[src/rtl/timer_unit.sv]
// Prescaled up-counter with auto-reload, shadowed PSC/ARR preloads, an overflow pulse and a sticky flag.
// Driven by one-cycle TIMER command strobes from the execute stage.
module timer_unit #(
  parameter int CNT_W = 32
) (
  input  logic             clk,
  input  logic             reset,
  input  logic             cmd_valid,
  input  logic [2:0]       funct3,
  input  logic             timer_read_reg,
  input  logic [CNT_W-1:0] rs1_data,
  input  logic [CNT_W-1:0] imm,
  output logic [CNT_W-1:0] tim_cnt,
  output logic             tim_running,
  output logic             tim_ovf,
  output logic             tim_flag,
  output logic [CNT_W-1:0] tim_psc,
  output logic [CNT_W-1:0] tim_arr
);

  typedef enum logic {
    IDLE = 1'b0,
    RUN  = 1'b1
  } state_e;

  state_e           state_q, state_d;
  logic [CNT_W-1:0] cnt_q, cnt_d;
  logic [CNT_W-1:0] psc_cnt_q, psc_cnt_d;
  logic [CNT_W-1:0] psc_pre_q, psc_pre_d;
  logic [CNT_W-1:0] arr_pre_q, arr_pre_d;
  logic [CNT_W-1:0] psc_act_q, psc_act_d;
  logic [CNT_W-1:0] arr_act_q, arr_act_d;
  logic             flag_q, flag_d;
  logic             ovf_q, ovf_d;

  logic [CNT_W-1:0] operand;
  logic             cmd_enable, cmd_disable, cmd_wr_psc, cmd_wr_arr, cmd_clrf;
  logic             tick, update;

  assign operand     = timer_read_reg ? rs1_data : imm;
  assign cmd_enable  = cmd_valid && (funct3 == 3'b000);
  assign cmd_disable = cmd_valid && (funct3 == 3'b111);
  assign cmd_wr_psc  = cmd_valid && ((funct3 == 3'b001) || (funct3 == 3'b100));
  assign cmd_wr_arr  = cmd_valid && ((funct3 == 3'b010) || (funct3 == 3'b101));
  assign cmd_clrf    = cmd_valid && (funct3 == 3'b011);

  // ENABLE/DISABLE pre-empt counting, so a coinciding would-be update never fires.
  assign tick   = (state_q == RUN) && !cmd_enable && !cmd_disable && (psc_cnt_q == psc_act_q);
  assign update = tick && (cnt_q == arr_act_q);

  always_comb begin
    state_d   = state_q;
    cnt_d     = cnt_q;
    psc_cnt_d = psc_cnt_q;
    psc_pre_d = psc_pre_q;
    arr_pre_d = arr_pre_q;
    psc_act_d = psc_act_q;
    arr_act_d = arr_act_q;
    flag_d    = flag_q;
    ovf_d     = 1'b0;

    if (cmd_wr_psc) begin
      psc_pre_d = operand;
      if (state_q == IDLE) psc_act_d = operand;
    end
    if (cmd_wr_arr) begin
      arr_pre_d = operand;
      if (state_q == IDLE) arr_act_d = operand;
    end
    if (cmd_clrf) flag_d = 1'b0;

    if (cmd_enable) begin
      state_d   = RUN;
      cnt_d     = '0;
      psc_cnt_d = '0;
      psc_act_d = psc_pre_q;
      arr_act_d = arr_pre_q;
    end else if (cmd_disable) begin
      state_d = IDLE;
    end else if (state_q == RUN) begin
      psc_cnt_d = tick ? '0 : psc_cnt_q + CNT_W'(1);
      if (update) begin
        // Shadows take the pre-write preload; a same-cycle write lands next period.
        cnt_d     = '0;
        ovf_d     = 1'b1;
        flag_d    = 1'b1;
        psc_act_d = psc_pre_q;
        arr_act_d = arr_pre_q;
      end else if (tick) begin
        cnt_d = cnt_q + CNT_W'(1);
      end
    end
  end

  always_ff @(posedge clk) begin
    if (!reset) begin
      state_q   <= IDLE;
      cnt_q     <= '0;
      psc_cnt_q <= '0;
      psc_pre_q <= '0;
      arr_pre_q <= '0;
      psc_act_q <= '0;
      arr_act_q <= '0;
      flag_q    <= 1'b0;
      ovf_q     <= 1'b0;
    end else begin
      state_q   <= state_d;
      cnt_q     <= cnt_d;
      psc_cnt_q <= psc_cnt_d;
      psc_pre_q <= psc_pre_d;
      arr_pre_q <= arr_pre_d;
      psc_act_q <= psc_act_d;
      arr_act_q <= arr_act_d;
      flag_q    <= flag_d;
      ovf_q     <= ovf_d;
    end
  end

  assign tim_cnt     = cnt_q;
  assign tim_running = (state_q == RUN);
  assign tim_ovf     = ovf_q;
  assign tim_flag    = flag_q;
  assign tim_psc     = psc_pre_q;
  assign tim_arr     = arr_pre_q;

endmodule

[config.mk]
export PLATFORM = sky130hd
export DESIGN_NAME = timer_unit
export DESIGN_NICKNAME = d
export VERILOG_FILES = /design/src/rtl/timer_unit.sv
export SDC_FILE = /design/constraint.sdc
export NUM_CORES = 1
export LEC_CHECK = 0
export CORE_MARGIN = 4
export CORE_UTILIZATION = 50
export CTS_BUF_LIST = sky130_fd_sc_hd__clkbuf_4
export DETAILED_ROUTE_END_ITERATION = 6
export MAX_ROUTING_LAYER = met4
export PLACE_DENSITY = 0.79
export SLEW_MARGIN = 20
export SYNTH_ARGS = -nofsm -noshare
export SYNTH_HDL_FRONTEND = slang
export SYNTH_SLANG_ARGS = --single-unit
[constraint.sdc]
create_clock -name clk -period 2.2 [get_ports clk]
set_input_delay 0.44 -clock clk [delete_from_list [all_inputs] [get_ports clk]]
set_output_delay 0.44 -clock clk [all_outputs]
set_load 0.005 [all_outputs]
==> PnR_summary.wiki, run 1 <==
{| class="wikitable"
! Metric !! Value
|-
| Register share of total power || 50.6%
|-
| Sort of element at the start of the critical path || flop
|-
| Async S/R FF share, synth || 0%
|-
| Share of cells above drive strength 1 || 15.94%
|-
| Final Cycle Share || 98.01%
|-
| Max-capacitance violation count || 0
|-
| Wire length of the first global-routing pass || 52.10 mm
|-
| Clk_lat worst skew || 0.60 ns
|-
| Sequential standard cell area || 3930 um^2
|-
| Dominant cell type by area after synthesis || sky130_fd_sc_hd__dfxtp_1
|-
| Measured slew at the worst slew-check pin || 0.6049 ns
|-
| TritonCTS clock tree || done
|-
| Number of warning messages in the yosys log || 0
|-
| Cell chosen for the clock root || sky130_fd_sc_hd__clkbuf_4
|-
| Per-instance average area after synthesis || 8.101 um^2
|-
| Count of input and output buffers || 169
|-
| Worst rel slew slack || 58.52%
|-
| Number of antenna-violating nets in the routed design || 0
|-
| Number of instances in the synthesized netlist || 1281
|-
| Maximum net fanout on the critical path || 28
|-
| Minimum clock period after layout || 2.156 ns
|-
| Leading post-synthesis cells by cell area || sky130_fd_sc_hd__dfxtp_1 (38%), sky130_fd_sc_hd__nand2_1 (8.1%), sky130_fd_sc_hd__xnor2_1 (6.6%), sky130_fd_sc_hd__o211a_1 (6.2%), sky130_fd_sc_hd__o311ai_0 (5.4%)
|-
| Buf+Inv Stages, Crit Path || 3
|-
| Most common cell in the synthesized netlist || sky130_fd_sc_hd__nand2_1
|-
| Kind of cell adding the most delay to the critical path || buffers and inverters
|-
| Setup-failing EPs final || 0
|-
| Pin count of the biggest net entering global routing || 65
|-
| Residual DRC || 0
|-
| Count of flip-flops with a built-in enable after synthesis || 0
|-
| DRT Wirelength || 34.16 mm
|-
| Power Internal || 5412 uW
|-
| Final weighted congestion in routability-driven placement || 0.9122
|-
| Most used standard cells in the synthesized netlist || sky130_fd_sc_hd__nand2_1 (223), sky130_fd_sc_hd__dfxtp_1 (195), sky130_fd_sc_hd__nor2_1 (134)
|-
| Aggregate global-route resource usage || 28.49%
|-
| Number of buffers created by CTS || 17
|-
| Yosys top cell area share || 37.62%
|-
| Leak Pwr || 0.005450 uW
|-
| Final layout net count || 1584
|-
| Critical path required time || 2.69 ns
|-
| Routed WL per cell || 19.03 um
|-
| Flip-flop and latch count after synthesis || 195
|-
| I/O pin cnt || 170
|-
| Arrival time of data at the critical path endpoint || 2.65 ns
|-
| Final Hold Violating Endpoints || 0
|-
| Synthesized netlist net count || 1354
|-
| Hold crit path type || primary input to flop
|-
| Count of H-tree levels built during CTS || 4
|-
| Initial detailed-routing violation count || 1052
|-
| Cell type of the slowest stage on the worst timing path || sky130_fd_sc_hd__o311ai_0
|-
| Total congestion overflow after global routing || 0
|-
| Via count || 10680
|-
| Die height || 152.1 um
|-
| Fraction of the yosys area taken by sequential cells || 37.62%
|-
| Peak per-stage delay on the critical path || 0.39 ns
|-
| Switching Fraction || 32.60%
|-
| Finished Cell Area || 13840 um^2
|-
| Clock slew seen by the registers of the worst setup and hold paths || 0.16 ns
|-
| Half-perimeter wire length of the detailed placement result || 24.89 mm
|-
| Number of filler cells placed in the layout || 1662
|-
| Total number of placement rows || 52
|-
| Total power divided by cell area || 580.1 nW/um^2
|-
| Peak supply drop || 0.0003379 V
|-
| Bufs on Longest Clock Path || 2
|-
| Detailed-routing iteration count for the pre-antenna-repair pass || 6
|-
| Die X-Extent || 152.1 um
|-
| Total standard cell area after synthesis || 10380 um^2
|-
| Post-synthesis cell type count || 46
|-
| Core area || 20300 um^2
|-
| Layout Skew || 0.01457 ns
|-
| Post-detailed-route via-to-cell ratio || 5.951
|-
| Antenna violations before repair || 1
|-
| Sinks on Clock Net || 195
|-
| Number of global-route vias before repair || 9625
|-
| Most instantiated flip-flop cell in the synthesis netlist || sky130_fd_sc_hd__dfxtp_1
|-
| Kind of critical path || flop to flop
|-
| Switching Power || 2617 uW
|-
| Cell with the most instances on the worst path || sky130_fd_sc_hd__buf_4
|-
| Multi-input combinational cell area || 6215 um^2
|-
| Area growth from synthesis to layout || 33.37%
|-
| Overall die area || 23120 um^2
|-
| Post-place instance area || 13290 um^2
|-
| Starting Density || 51.12%
|-
| Type of element capturing the critical path || flop
|-
| Design Power || 8029 uW
|-
| Fin. max-slew vios || 0
|-
| Clock power frac || 25.1%
|-
| Achievable Freq || 0.4638 GHz
|-
| Outcome || finished, final reports clean
|-
| Combinational group share of total power || 24.3%
|-
| Worst path cell trace || buf_4 > xnor2_1 > nand4_1 > nor4_2 > buf_4 > nand2_4 > buf_4 > o311ai_0
|}
## power by group through the flow
| stage | logic [uW] | clock network, uW | registers (uW) |
|---|---|---|---|
| 3_3_place_gp | 1790 | 0 | 4100 |
| 3_5_place_dp | 1840 | 0 | 4110 |
| 5_1_grt | 2100 | 2170 | 4080 |
| 2_1_floorplan | 1060 | 0 | 4020 |
| 4_1_cts | 1860 | 2030 | 4030 |
| 6_report | 1950 | 2020 | 4060 |
## layout by cell type (no fill, tap or decap), types with 33 or more instances in the layout
cell                                n
sky130_fd_sc_hd__a21oi_1           38
sky130_fd_sc_hd__buf_4            132
sky130_fd_sc_hd__clkdlybuf4s50_1  167
sky130_fd_sc_hd__dfxtp_1          174
sky130_fd_sc_hd__nand2_1          222
sky130_fd_sc_hd__nand3_1           60
sky130_fd_sc_hd__nand4_1           54
sky130_fd_sc_hd__nor2_1           133
sky130_fd_sc_hd__o211a_1           64
sky130_fd_sc_hd__o21ai_0           33
sky130_fd_sc_hd__o311ai_0          49
sky130_fd_sc_hd__xnor2_1           67
sky130_fd_sc_hd__xor2_1            43
## worst paths after layout
| path | from | end | slack [ns] | cells after the start |
|---|---|---|---|---|
| hold reg to reg | psc_cnt_q[1] | psc_cnt_q[1] | 0.52 | 2 |
| setup / recovery | tim_cnt[7] | psc_act_q[15] | 0.04 | 8 |
| setup reg to reg | tim_cnt[7] | psc_act_q[15] | 0.04 | 8 |
| hold / removal | reset | tim_psc[22] | 0.17 | 2 |
## cell type report
type,count,share of cell area [%]
Multi-Input combinational cell,974,44.90
Sequential cell,195,28.39
Timing Repair Buffer,319,22.07
Tap cell,270,2.441
Clock inverter,14,1.094
Clock buffer,18,0.9763
Inverter,4,0.1085
Antenna cell,1,0.01808
## state kept, by name (all words and copies together), names as in the netlist
| signal | flops |
|---|---|
| tim_flag | 1 |
| psc_act_q | 32 |
| tim_ovf | 1 |
| tim_running | 1 |
| tim_psc | 32 |
| psc_cnt_q | 32 |
| tim_arr | 32 |
| tim_cnt | 32 |
| arr_act_q | 32 |
## layer usage
metal | wire [um] | GRT usage, % | vias to the layer above
li1 | - | - | 5102
met1 | 14230 | 37.17 | 5016
met2 | 15900 | 44.58 | 500
met3 | 2911 | 4.949 | 64
met4 | 1116 | 10.45 | 0
met5 | 0 | - | -
## kinds of logic (layout without fill, tap and decap cells)
kind of cell	after synthesis	count (layout)	synth area share [%]
mux	32	32	3.087
fa+ha+maj	2	2	0.2411
other cells	0	1	0
simple gates	544	544	24.19
xor+xnor	121	121	10.21
flops	195	195	37.62
compound gates	275	275	20.44
buf+inv	112	355	4.220
## stage by stage
step / util (%) / setup slack (ns) / std cells / hold WS [ns] / setup TNS [ns]
2_1_floorplan: - / -0.04347 / 1281 / 0.4689 / -0.04347
5_1_grt: 68.18 / -0.05303 / 1795 / 0.1487 / -0.1337
3_5_place_dp: 65.48 / -0.5299 / 1756 / 0.5002 / -57.77
3_3_place_gp: 65.48 / -0.4411 / 1756 / 0.4849 / -51.56
6_report: 68.18 / 0.04379 / 1795 / 0.1737 / 0
4_1_cts: 66.97 / 0.01388 / 1789 / 0.1445 / 0
## what timing repair did
item / in CTS / in global routing
setup endpoints to repair: 32 / 69
gates cloned: 0 / 3
resized for setup: 5 / 50
setup buffers: 1 / 2
pin swaps: 1 / 9
hold buffers: 0 / 0
Note: power is estimated with default switching activity, not from simulation.
==> run 2: changes to the inputs <==
--- a/config.mk
+++ b/config.mk
@@ -5,10 +5,12 @@
 export SDC_FILE = /design/constraint.sdc
 export NUM_CORES = 1
 export LEC_CHECK = 0
+export ABC_CLOCK_PERIOD_IN_PS = 2200
 export CORE_MARGIN = 4
 export CORE_UTILIZATION = 50
 export CTS_BUF_LIST = sky130_fd_sc_hd__clkbuf_4
 export DETAILED_ROUTE_END_ITERATION = 6
+export GPL_TIMING_DRIVEN = 0
 export MAX_ROUTING_LAYER = met4
 export PLACE_DENSITY = 0.79
 export SLEW_MARGIN = 20
==> run 2 against run 1 <==
Against the previous run: the run now ends with setup timing left; sequential power barely moved; final cell count fell by 0.50%; wire length rose by 17%; sequential share of layout area rose by 0.22 points.
==> PnR_summary.wiki, run 2 (synthesized netlist as in run 1, its figures left out) <==
{| class="wikitable"
! Metric !! Value
|-
| Die height || 152.1 um
|-
| Residual DRC || 0
|-
| Die X-Extent || 152.1 um
|-
| M1 GR Usage || 43.52%
|-
| Number of filler cells placed in the layout || 1611
|-
| Core area || 20300 um^2
|-
| Max-capacitance violation count || 0
|-
| Clk_lat worst skew || 0.62 ns
|-
| Timing startpoint of the critical path || tim_cnt[7]
|-
| Minimum clock period after layout || 2.255 ns
|-
| Starting Density || 51.12%
|-
| Detailed-routing iteration count for the pre-antenna-repair pass || 6
|-
| Kind of critical path || flop to flop
|-
| Maximum net fanout on the critical path || 4
|-
| Setup-failing EPs final || 7
|-
| GRT met2 Usage || 48.41%
|-
| Final Hold Violating Endpoints || 0
|-
| Critical path required time || 2.77 ns
|-
| Post-place instance area || 12420 um^2
|-
| Post-detailed-route via-to-cell ratio || 6.362
|-
| Finished Cell Area || 14010 um^2
|-
| Violated checks || setup timing
|-
| Register-to-register setup slack || -0.05 ns
|-
| Worst path cell trace || and4_1 > buf_6 > nand4_4 > or2_1 > or4_4 > or4_4 > a21oi_2
|-
| Total power divided by cell area || 609.6 nW/um^2
|-
| Number of buffers created by CTS || 17
|-
| Cell type of the slowest stage on the worst timing path || sky130_fd_sc_hd__or4_4
|-
| Antenna violations before repair || 1
|-
| Worst rel slew slack || 29.41%
|-
| Outcome || finished with violations
|-
| Final weighted congestion in routability-driven placement || 0.9587
|-
| Cell with the most instances on the worst path || sky130_fd_sc_hd__or4_4
|-
| Type of element capturing the critical path || flop
|-
| Measured slew at the worst slew-check pin || 1.051 ns
|-
| Number of antenna-violating nets in the routed design || 0
|-
| Kind of cell adding the most delay to the critical path || simple AND/OR/NAND/NOR gates
|-
| Peak per-stage delay on the critical path || 0.53 ns
|-
| Pin count of the biggest net entering global routing || 19
|-
| Total congestion overflow after global routing || 0
|-
| Reg-to-reg critical path startpoint || tim_cnt[7]
|-
| Final sum of negative setup slack || -0.2211 ns
|-
| Placed Cells || 1719
|-
| Overall die area || 23120 um^2
|-
| Final Cycle Share || 102.5%
|-
| Area growth from synthesis to layout || 35.01%
|-
| Origin of the worst min-delay path || cmd_valid
|-
| Fin cells || 1786
|-
| Unrepaired setup endpoints after global routing || true
|-
| Leak Pwr || 0.005383 uW
|-
| Layout Skew || 0.02171 ns
|-
| Fin. max-slew vios || 0
|-
| I/O pin cnt || 170
|-
| Highest-count cells in the layout ignoring fill and taps || sky130_fd_sc_hd__nand2_1 (221), sky130_fd_sc_hd__clkdlybuf4s50_1 (164), sky130_fd_sc_hd__dfxtp_1 (141), sky130_fd_sc_hd__nor2_1 (132), sky130_fd_sc_hd__o211a_1 (64)
|-
| Total number of placement rows || 52
|-
| Initial detailed-routing violation count || 1633
|-
| Achievable Freq || 0.4435 GHz
|-
| Buf+Inv Stages, Crit Path || 1
|-
| Aggregate global-route resource usage || 32.82%
|-
| Arrival time of data at the critical path endpoint || 2.82 ns
|-
| Final Worst Setup Slack || -0.05497 ns
|-
| Count of H-tree levels built during CTS || 4
|-
| Clock slew seen by the registers of the worst setup and hold paths || 0.17 ns
|-
| Sinks on Clock Net || 195
|-
| Sort of element at the start of the critical path || flop
|-
| Half-perimeter wire length of the detailed placement result || 28.38 mm
|-
| DRT Wirelength || 39.95 mm
|-
| Share of cells above drive strength 1 || 18.55%
|-
| Final layout net count || 1575
|-
| Routed WL per cell || 22.37 um
|-
| Gr busiest metal || met2
|-
| Cell chosen for the clock root || sky130_fd_sc_hd__clkbuf_4
|-
| Hold crit path type || primary input to flop
|-
| Number of global-route vias before repair || 10560
|-
| Bufs on Longest Clock Path || 2
|-
| TritonCTS clock tree || done
|-
| Wire length of the first global-routing pass || 59.09 mm
|-
| Count of input and output buffers || 168
|-
| Peak supply drop || 0.0003488 V
|-
| Global routing usage on met3 || 7.537%
|-
| Via count || 11360
|-
| Most frequent standard cell in the layout excluding fill and tap cells || sky130_fd_sc_hd__nand2_1
|}
[run 2: cell types whose count changed in the layout (fill, tap and decap cells not counted), sizes merged, moves of 3 or more]
cell,before,now
dlygate4sd2,0,3
buf,149,67
clkdlybuf4s50,167,164
clkbuf,21,91
[run 2: cell type report]
type	instances	area [um^2]	area share [%]
flip-flops and latches	195	4009	28.61
plain buffers	104	656.9	4.688
inverters	4	15.01	0.1072
diodes	1	2.502	0.01786
multi-input cells	974	6578	46.95
clock inverters	15	193.9	1.384
well taps	270	337.8	2.411
repair buffers	206	2091	14.92
clock buffers	17	127.6	0.9109
[run 2: path summary, 6_finish.rpt]
kind / to / cells after the start
worst max register to register: tim_cnt[31] / 7
worst max-delay path: tim_cnt[31] / 7
worst min register to register: tim_flag / 1
worst min-delay path: tim_flag / 3
[run 2: through the flow]
stage	hold WS, ns	power, uW	setup WS, ns	utilization, %
2_1_floorplan	0.4689	5085	-0.04347	-
3_3_place_gp	0.4801	5834	-1.465	61.13
3_5_place_dp	0.4826	5872	-1.350	61.18
4_1_cts	0.3745	8148	-0.03365	65.08
5_1_grt	0.2654	8810	-0.1318	69.02
6_report	0.2568	8541	-0.05497	69.02
[run 2: metal layers]
layer	vias up	wire length, um
met5	-	0
met3	175	4577
met2	795	17560
met4	0	2059
met1	5310	15760
li1	5083	-
[run 2: tightest hold or removal path, cell delays in order]
cell                             delay (ns)
sky130_fd_sc_hd__dlymetal6s2s_1        0.17
sky130_fd_sc_hd__nand4b_1              0.11
sky130_fd_sc_hd__a31o_2                0.14
[run 2: repair_timing]
item,4_1_cts,5_1_grt
gates resized for setup,140,266
endpoints found under the setup margin,172,158
gates cloned,0,7
pin swaps,15,37
buffers inserted,23,8
hold buffers,0,0
[run 2: power by group]
group / switching [uW] / leakage [uW] / internal, uW
clock network: 1380 / 0.000169 / 824
logic: 1260 / 0.00359 / 1000
registers: 297 / 0.00162 / 3780
